### src/rtl/cpu_pkg.sv
// Shared definitions for the accumulator CPU: opcodes, sequencer states, ALU op codes.
// Used by the control unit, the ALU and the decoder-side datapath.
package cpu_pkg;

  typedef enum logic [4:0] {
    OP_HLT  = 5'd0,
    OP_STO  = 5'd1,
    OP_LD   = 5'd2,
    OP_LDI  = 5'd3,
    OP_ADD  = 5'd4,
    OP_ADDI = 5'd5,
    OP_SUB  = 5'd6,
    OP_SUBI = 5'd7,
    OP_BEQ  = 5'd8,
    OP_BNE  = 5'd9,
    OP_BGT  = 5'd10,
    OP_BGE  = 5'd11,
    OP_BLT  = 5'd12,
    OP_BLE  = 5'd13,
    OP_JMP  = 5'd14,
    OP_NOP  = 5'd15
  } opcode_t;

  typedef enum logic [2:0] {
    ST_FETCH,
    ST_DECODE,
    ST_EXEC,
    ST_WB,
    ST_HALT
  } state_t;

  localparam logic [1:0] ALU_PASS = 2'b00;
  localparam logic [1:0] ALU_ADD  = 2'b01;
  localparam logic [1:0] ALU_SUB  = 2'b10;

endpackage

### src/rtl/branch_cond.sv
// Conditional-branch resolver: decides whether a branch opcode is taken from the Z/N flags.
// Non-branch opcodes always report not-taken.
module branch_cond
  import cpu_pkg::*;
(
  input  opcode_t op,
  input  logic    flag_Z,
  input  logic    flag_N,
  output logic    take
);

  always_comb begin
    take = 1'b0;
    case (op)
      OP_BEQ:  take = flag_Z;
      OP_BNE:  take = !flag_Z;
      OP_BGT:  take = !flag_Z && !flag_N;
      OP_BGE:  take = !flag_N;
      OP_BLT:  take = flag_N;
      OP_BLE:  take = flag_Z || flag_N;
      default: take = 1'b0;
    endcase
  end

endmodule

### src/rtl/control_unit.sv
// Multi-cycle FETCH/DECODE/EXEC/WB sequencer for the accumulator datapath.
// Drives every datapath enable and mux select from the state and the latched opcode.
module control_unit
  import cpu_pkg::*;
#(
  parameter int OPCODE_WIDTH = 5
) (
  input  logic                    clock,
  input  logic                    status_reset,
  input  logic [OPCODE_WIDTH-1:0] opcode_in,
  input  logic                    flag_Z,
  input  logic                    flag_N,
  output logic                    pc_wr,
  output logic                    pc_src,
  output logic                    ir_wr,
  output logic                    mem_wr,
  output logic                    acc_wr,
  output logic                    status_wr,
  output logic [1:0]              alu_op,
  output logic                    b_sel,
  output logic                    halted
);

  state_t  state_reg, state_next;
  opcode_t op_reg, op_next;
  logic    take;

  branch_cond u_branch_cond (
    .op     (op_reg),
    .flag_Z (flag_Z),
    .flag_N (flag_N),
    .take   (take)
  );

  always_ff @(posedge clock or posedge status_reset) begin
    if (status_reset) begin
      state_reg <= ST_FETCH;
      op_reg    <= OP_NOP;
    end else begin
      state_reg <= state_next;
      op_reg    <= op_next;
    end
  end

  always_comb begin
    state_next = state_reg;
    op_next    = op_reg;
    case (state_reg)
      ST_FETCH:  state_next = ST_DECODE;
      ST_DECODE: begin
        // Codes beyond JMP all collapse to NOP
        op_next    = (opcode_in < OPCODE_WIDTH'(15)) ? opcode_t'(5'(opcode_in)) : OP_NOP;
        state_next = ST_EXEC;
      end
      ST_EXEC: begin
        case (op_reg)
          OP_HLT:                         state_next = ST_HALT;
          OP_LD, OP_LDI, OP_ADD, OP_ADDI,
          OP_SUB, OP_SUBI:                state_next = ST_WB;
          default:                        state_next = ST_FETCH;
        endcase
      end
      ST_WB:     state_next = ST_FETCH;
      ST_HALT:   state_next = ST_HALT;
      default:   state_next = ST_FETCH;
    endcase
  end

  always_comb begin
    pc_wr     = 1'b0;
    pc_src    = 1'b0;
    ir_wr     = 1'b0;
    mem_wr    = 1'b0;
    acc_wr    = 1'b0;
    status_wr = 1'b0;
    alu_op    = ALU_PASS;
    b_sel     = 1'b0;
    halted    = 1'b0;
    // Gating on the reset input makes enables drop the moment reset is raised
    if (!status_reset) begin
      if (state_reg == ST_EXEC || state_reg == ST_WB) begin
        case (op_reg)
          OP_LDI:  b_sel = 1'b1;
          OP_ADD:  alu_op = ALU_ADD;
          OP_ADDI: begin alu_op = ALU_ADD; b_sel = 1'b1; end
          OP_SUB:  alu_op = ALU_SUB;
          OP_SUBI: begin alu_op = ALU_SUB; b_sel = 1'b1; end
          default: ;
        endcase
      end
      case (state_reg)
        ST_FETCH: begin
          ir_wr = 1'b1;
          pc_wr = 1'b1;
        end
        ST_EXEC: begin
          case (op_reg)
            OP_STO: mem_wr = 1'b1;
            OP_JMP: begin pc_wr = 1'b1; pc_src = 1'b1; end
            OP_BEQ, OP_BNE, OP_BGT, OP_BGE, OP_BLT, OP_BLE: begin
              pc_wr  = take;
              pc_src = 1'b1;
            end
            default: ;
          endcase
        end
        ST_WB: begin
          acc_wr    = 1'b1;
          status_wr = 1'b1;
        end
        ST_HALT: halted = 1'b1;
        default: ;
      endcase
    end
  end

endmodule
### config.mk
export PLATFORM = sky130hd
export DESIGN_NAME = control_unit
export DESIGN_NICKNAME = d
export VERILOG_FILES = /design/src/rtl/cpu_pkg.sv /design/src/rtl/branch_cond.sv /design/src/rtl/control_unit.sv
export SDC_FILE = /design/constraint.sdc
export NUM_CORES = 1
export LEC_CHECK = 0
export BUFFER_PORTS_ARGS = -buffer_cell sky130_fd_sc_hd__buf_2
export CAP_MARGIN = 40
export CELL_PAD_IN_SITES_DETAIL_PLACEMENT = 0
export CELL_PAD_IN_SITES_GLOBAL_PLACEMENT = 1
export CORE_MARGIN = 2
export CORE_UTILIZATION = 36
export CTS_CLUSTER_DIAMETER = 60
export DETAILED_ROUTE_END_ITERATION = 10
export PLACE_DENSITY = 0.91
export REMOVE_ABC_BUFFERS = 1
export SLEW_MARGIN = 15
export SYNTH_ARGS = -nofsm -noshare
export SYNTH_HDL_FRONTEND = slang
export SYNTH_SLANG_ARGS = --single-unit
export TNS_END_PERCENT = 1
### constraint.sdc
create_clock -name clock -period 3.1 [get_ports clock]
set_clock_uncertainty 0.05 [all_clocks]
set_input_delay 0.31 -clock clock [delete_from_list [all_inputs] [get_ports clock]]
set_output_delay 0.31 -clock clock [all_outputs]
set_load 0.01 [all_outputs]
==> results of run 1 <==
worst max path at each step:
stage | depth (start not counted) | end | slack [ns]
floorplan | 4 | pc_wr | 1.64
global placement | 5 | pc_wr | 1.52
detailed placement | 5 | pc_wr | 1.52
CTS | 6 | alu_op[1] | 1.23
global route | 6 | alu_op[1] | 1.13
finish | 6 | alu_op[1] | 1.21
layout make-up:
| class | count | area [um^2] |
|---|---|---|
| clock buffers | 4 | 26.3 |
| fillers | 133 | 686 |
| inverters | 4 | 15.0 |
| multi-input cells | 47 | 283 |
| flip-flops and latches | 8 | 205 |
| well taps | 15 | 18.8 |
| repair buffers | 19 | 100 |
cells by family after synthesis:
| group | after synthesis | share of synthesized area [%] |
|---|---|---|
| compound gates | 16 | 17.4 |
| buf+inv | 8 | 8.23 |
| flops | 8 | 38.6 |
| simple gates | 31 | 35.8 |
cells in the final DEF, fill, tap and decap left out, types with 3 or more instances in the layout:
cell type	instances
sky130_fd_sc_hd__dfstp_2	4
sky130_fd_sc_hd__nor2_1	8
sky130_fd_sc_hd__buf_2	18
sky130_fd_sc_hd__inv_1	3
sky130_fd_sc_hd__dfrtp_1	4
sky130_fd_sc_hd__o21ai_0	4
sky130_fd_sc_hd__a21oi_1	7
sky130_fd_sc_hd__clkbuf_4	3
sky130_fd_sc_hd__nor3_1	3
power by group through the flow:
stage / combinational (mW) / clock [mW] / sequential (mW)
after floorplan: 0.175 / 0 / 0.224
after global placement: 0.226 / 0 / 0.239
after detailed placement: 0.230 / 0 / 0.241
after CTS: 0.232 / 0.0889 / 0.239
after global routing: 0.258 / 0.0936 / 0.253
final: 0.229 / 0.0834 / 0.240
layer usage:
layer | share of wire, % | up-vias | global-route usage (%)
li1 | - | 257 | -
met4 | 2.7 | 0 | 9.38
met1 | 51 | 203 | 19.4
met5 | 0 | - | 0
met2 | 40 | 16 | 20.3
met3 | 5.8 | 3 | 2.59
worst max-delay path, stage by stage:
cell and delay (ns):
sky130_fd_sc_hd__dlygate4sd3_1 0.53, sky130_fd_sc_hd__buf_2 0.16, sky130_fd_sc_hd__nor3_2 0.15, sky130_fd_sc_hd__nand3_1 0.12, sky130_fd_sc_hd__nor2_1 0.11, sky130_fd_sc_hd__buf_2 0.14
through the flow:
stage	cells	power, mW	hold slack (ns)	worst slack [ns]	instance area (um^2)
2_1_floorplan	59	0.399	0.0728	1.64	503
3_3_place_gp	92	0.465	0.263	1.52	612
3_5_place_dp	92	0.471	0.268	1.52	612
4_1_cts	97	0.560	0.238	1.23	648
5_1_grt	97	0.605	0.261	1.13	648
6_report	97	0.553	0.244	1.21	648
==> results list, run 1 <==
- The run finished with clean final reports.
- N_diodes: 0
- Vertical die dimension: 42.4 um
- The startpoint identified for the worst register-to-register timing path is op_reg[2].
- Sum Neg Setup Slack: 0 ns
- Switching power of the nets: 232 uW
- Final Core Density: 48.6%
- For this run, the total global-route usage over all layers was measured as 14.2%.
- Detailed placement ended at an HPWL of 876 um.
- Congestion Overflow GR: 0
- Once the clock tree was built, the setup fixing pass inserted 0 buffers.
- Leakage power total: about 0.31 nW
* Placer's final routability congestion estimate: 0.761
- Number of buffers created by CTS: 3
* Cells after Synth: 63
- For this block, the via count after detailed routing is 479.
- Yosys printed 0 warnings.
- The critical path starts at status_reset.
* Startpoint of the tightest hold check path: opcode_in[3]
- Aggregate routed wire length: between 1000 and 1500 um
- Final hold violations: 0
* Time the worst path needs with I/O delays and setup: between 1.5 and 2 ns
- Max-cap violations in this run came to 0.
* Worst vdd rail ir drop: 0.476 mV
* Clock power share: 15.1%
- Setup violations remaining at the end of the flow were counted as 0.
- Initial antenna violation count: 0
- For this design, the sink count on the clock tree is 8.
- Horiz. Die Dim: 42.4 um
* Row cnt: 13
- Area of the core: 0.00133 mm^2
- After clock tree synthesis, the clock-pin slew on the worst setup and hold paths is 0.05 ns.
* First-pass detailed-route iteration total: 4
- Cell variety after synth: 30
* Share of post-route cells with drive strength above 1: roughly two fifths
- In the synthesized netlist the async set-or-reset flop fraction comes to 100%.
* Period utilisation layout: 60.9%
- Remaining design rule violation count: 0
- The die covers 0.00180 mm^2.
* Worst Setup Start Kind: input port
* Clock network latency to the later pin of the worst-skew pair: 0.25 ns
* Destination of the worst hold path: op_reg[3]
- In this run, synthesis inferred 0 flip-flops with an integrated enable.
- Once the floorplan was initialized, standard cells occupied about 40% of the core.
- In the final routed layout, each cell accounts on average for 11.3 um.
- The tree is rooted in a sky130_fd_sc_hd__clkbuf_4.
- Post-detailed-route via-to-cell ratio: 4.94
- The setup path with the least slack is of type in -> out.
- Entering global routing, the biggest net connects 10 pins.
* Endpoint kind of the worst setup timing path: output pin
- Largest area contributor in the netlist: sky130_fd_sc_hd__dfstp_2
* Number of buffers on the longest clock path: 2
- Leading cell types by total area after synthesis: sky130_fd_sc_hd__dfstp_2 (20%), sky130_fd_sc_hd__dfrtp_1 (19%), sky130_fd_sc_hd__a21oi_1 (6.6%), sky130_fd_sc_hd__nor2_1 (5.6%), sky130_fd_sc_hd__nor3_2 (3.8%)
- The internal portion of the total power is 321 uW.
- The count of buffers added on input and output ports is 18.
- Timing would allow up to 530 MHz.
- The detail route stage leaves a number of antenna-violating nets equal to 0.
- Fraction of post-synthesis cell area in the top cell type by area: 19.8%
* Hold Crit Class: in -> reg
- Flop-to-flop setup slack: 1.91 ns
- Hold-fix buffers at CTS: 1
- For the pin with the worst max-slew slack, the measured transition is 0.311 ns.
- sky130_fd_sc_hd__nor2_1 is the most common cell in the netlist.
- Nets: 92
- Top-Level Pins: 19
* Sequential area share after synthesis: about two fifths
- From synthesis to final layout, the design area changed by 21.9%.
- The first global-routing pass estimated between 1500 and 2000 um of wire.
- Counting cells, the worst reg-to-reg path comes to 4.
* Iter 0 DRT Violations: 3
- TritonCTS built the clock tree.
- Sequential share of power: 43.5%
- Most used standard cells in the synthesized netlist: sky130_fd_sc_hd__nor2_1 (8), sky130_fd_sc_hd__a21oi_1 (7), sky130_fd_sc_hd__dfrtp_1 (4), sky130_fd_sc_hd__dfstp_2 (4), sky130_fd_sc_hd__o21ai_0 (4)
- Power spread over the standard cell area amounts to 853 mW/mm^2.
* Vias in the first global route: 444
* Seq cells post-synth: 8
* Number of H-tree branching levels: 1
- Max-slew headroom: about four fifths
- In this run the critical register-to-register path is captured at state_reg[1].
- Net switching is 42.0% of the power.
- In the synthesized netlist the dominant register cell turns out to be sky130_fd_sc_hd__dfstp_2.
- Fraction of power consumed by combinational cells: 41.5%
* Required @ worst endpoint: 2.74 ns
- A synthesized cell averages 8.44 um^2.
* Post-Syn Area: 532 um^2
* Largest fanout of any net on the critical path: 6
* Resized cells post-CTS: 0
* RSZ-0062 raised after global routing: no
- Data on the critical path arrives at its endpoint at around 1.5 ns.
- Number of max-slew violations in the final report: 0
- Number of stages on the worst hold path: 3
* Largest register FFs: 5
No activity file was read; power rests on OpenSTA's default activity.
==> run 2, diff against run 1 <==
Settings changed: CORE_UTILIZATION 36 to 33, PLACE_DENSITY 0.91 to 0.85.
Clock period 3.1 ns to 1.8 ns, I/O delays scaled along.
==> results list, run 2 (synthesis results as in run 1) <==
* Number of buffers on the longest clock path: 2 (unchanged)
- Data arrival time at the worst-slack endpoint: 1.46 ns (-0.07 ns)
- Hold Crit Class: in -> reg
- Status: finished clean
* Congestion Overflow GR: 0 (unchanged)
* Count of endpoints failing setup in the final report: 0 (unchanged)
- The number of maximum-capacitance violations came to 0 (unchanged).
- Nets: 94 (+2.2%)
* RSZ-0062 raised after global routing: no
- Via count: 508 (+6.1%)
- The library cell used most frequently in the layout, excluding fill and tap cells, is sky130_fd_sc_hd__buf_2.
- The overall power of the completed layout was 1000 uW (+81%).
- CTS placed an instance of sky130_fd_sc_hd__clkbuf_4 at the clock tree root.
- The power density over the cells is 1490 mW/mm^2 (+74%).
* Max-slew headroom: 79.2% (about the same)
- The cell area after placement came to 613 um^2 (+0.20%).
- Commonest non-fill, non-tap cells in the layout: sky130_fd_sc_hd__buf_2 (18), sky130_fd_sc_hd__nor2_1 (8), sky130_fd_sc_hd__a21oi_1 (5)
* Clock network latency to the later pin of the worst-skew pair: 0.26 ns (about the same)
- The flip-flop count of the largest register after layout came to 5 (unchanged).
- The final-layout fill cell count is 156 (+17%).
- Endpoint kind of the worst setup timing path: output pin
* Avg WL per Cell: 11.2 um (-0.69%)
* Number of buffers created by CTS: 3 (unchanged)
* Placer's final routability congestion estimate: 0.724 (-4.8%)
- The critical path is of the reg -> out type.
- Clock sinks: 8 (unchanged)
- The boundary pin count came to 19 (unchanged).
- Number of max-slew violations in the final report: 0 (unchanged)
- The worst hold margin is 0.109 ns (-0.134 ns).
* Aggregate routed wire length: 1120 um (+2.4%)
* Initial antenna violation count: 0 (unchanged)
- The share of final-layout standard cells stronger than drive strength 1 is 45.2% (+5.0 points).
* Clock tree from TritonCTS: done
- The total core area was 0.00151 mm^2 (+13%).
- Largest fanout of any net on the critical path: 7 (+1)
* First-pass detailed-route iteration total: 3 (-1)
* Clock edge transition at the registers on the reported setup and hold paths: 0.05 ns (about the same)
- The actual transition at the worst max-transition pin was 0.312 ns (+0.000756 ns).
* Vertical die dimension: 44.1 um (+4.0%)
* Worst vdd rail ir drop: 0.639 mV (+34%)
- STA classifies the critical path startpoint as a register.
- Count of buffers from port buffering: 18 (unchanged)
- For the finished layout, the period the worst path requires is about 1.7 ns.
* Starting utilization of the core area: 35.3% (-4.6 points)
* First-pass GRT wire length: 1880 um (-1.5%)
* Sum Neg Setup Slack: 0 ns (unchanged)
- Maximum operating frequency: roughly 590 MHz
- GRT Overall Usage: 13.5% (-0.73 points)
- The DRC violation count after routing is 0 (unchanged).
- The row count is 14 (+1).
- The via count normalized by instance count came to 5.08 (+2.9%).
- The number of levels the H-tree was split into was 1 (unchanged).
- Floorplan die area: 0.00195 mm^2 (+8.2%)
* Count of antenna-violating nets left after detailed routing: 0 (unchanged)
* Maximum number of pins on one net before global-route repair: 10 (unchanged)
* Required @ worst endpoint: 1.57 ns (-1.17 ns)
* Period utilisation layout: 93.9%
- The chip width is 44.1 um (+4.0%).
- The number of global-route vias before repair came to 431 (-2.9%).
* Iter 0 DRT Violations: 4 (+1)
- Area growth, synth to finish: 26.4%
- Post-detail-place hpwl: 860 um (-1.8%)
- Final hold violations: 0 (unchanged)
- N_diodes: 0 (unchanged)
- Leakage power total: 0.319 nW (+2.9%)
- Final design area excluding fillers: 672 um^2 (+3.7%)
[run 2: through the flow]
| stage | cells | worst slack [ns] | utilization, % |
|---|---|---|---|
| after floorplan | 59 | 0.466 | - |
| after global placement | 93 | 0.321 | 40.7 |
| after detailed placement | 93 | 0.333 | 40.7 |
| after CTS | 98 | 0.0508 | 43.1 |
| after global routing | 100 | 0.00718 | 44.6 |
| final | 100 | 0.111 | 44.6 |
[run 2: timing repair]
item,CTS,global route
endpoints found under the hold margin,4,0
buffers inserted,0,2
hold buffers,1,0
setup endpoints to repair,0,1
gates resized for setup,0,3
[run 2: where the power goes]
group	internal, mW	switching (mW)
clock	0.0849	0.0627
combinational	0.213	0.220
sequential	0.284	0.135
[run 2: final cells by class]
cell class / count / area [um^2] / share of cell area, %
tap: 16 / 20.0 / 2.98
sequential: 8 / 205 / 30.5
inverter: 4 / 15.0 / 2.23
clock buffer: 4 / 26.3 / 3.91
timing repair buffer: 21 / 115 / 17.1
multi-input combinational: 47 / 290 / 43.2
[run 2: layer usage]
| metal | GRT usage (%) | vias up | wire length (um) |
|---|---|---|---|
| met1 | 18.6 | 225 | 553 |
| met2 | 18.2 | 15 | 465 |
| li1 | - | 263 | - |
| met4 | 12.7 | 0 | 47 |
| met3 | 1.22 | 5 | 53 |
| met5 | 0 | - | 0 |
[run 2: worst paths after layout]
check | start | endpoint | slack (ns) | cells past startpoint
max in group asynchronous | status_reset | op_reg[0] | 1.01 | 3
hold reg to reg | op_reg[3] | op_reg[3] | 0.48 | 2
hold / removal | opcode_in[0] | op_reg[0] | 0.11 | 3
setup / recovery | op_reg[0] | pc_wr | 0.11 | 5
min in group asynchronous | status_reset | state_reg[1] | 0.41 | 3
setup reg to reg | op_reg[2] | state_reg[1] | 0.57 | 4
[run 2: worst max-delay path, cell delays in order (launching register included)]
cell and delay, ns:
sky130_fd_sc_hd__dfstp_2 0.60, sky130_fd_sc_hd__nand3_1 0.12, sky130_fd_sc_hd__and3b_1 0.19, sky130_fd_sc_hd__o21ai_1 0.11, sky130_fd_sc_hd__a21oi_1 0.05, sky130_fd_sc_hd__buf_2 0.14
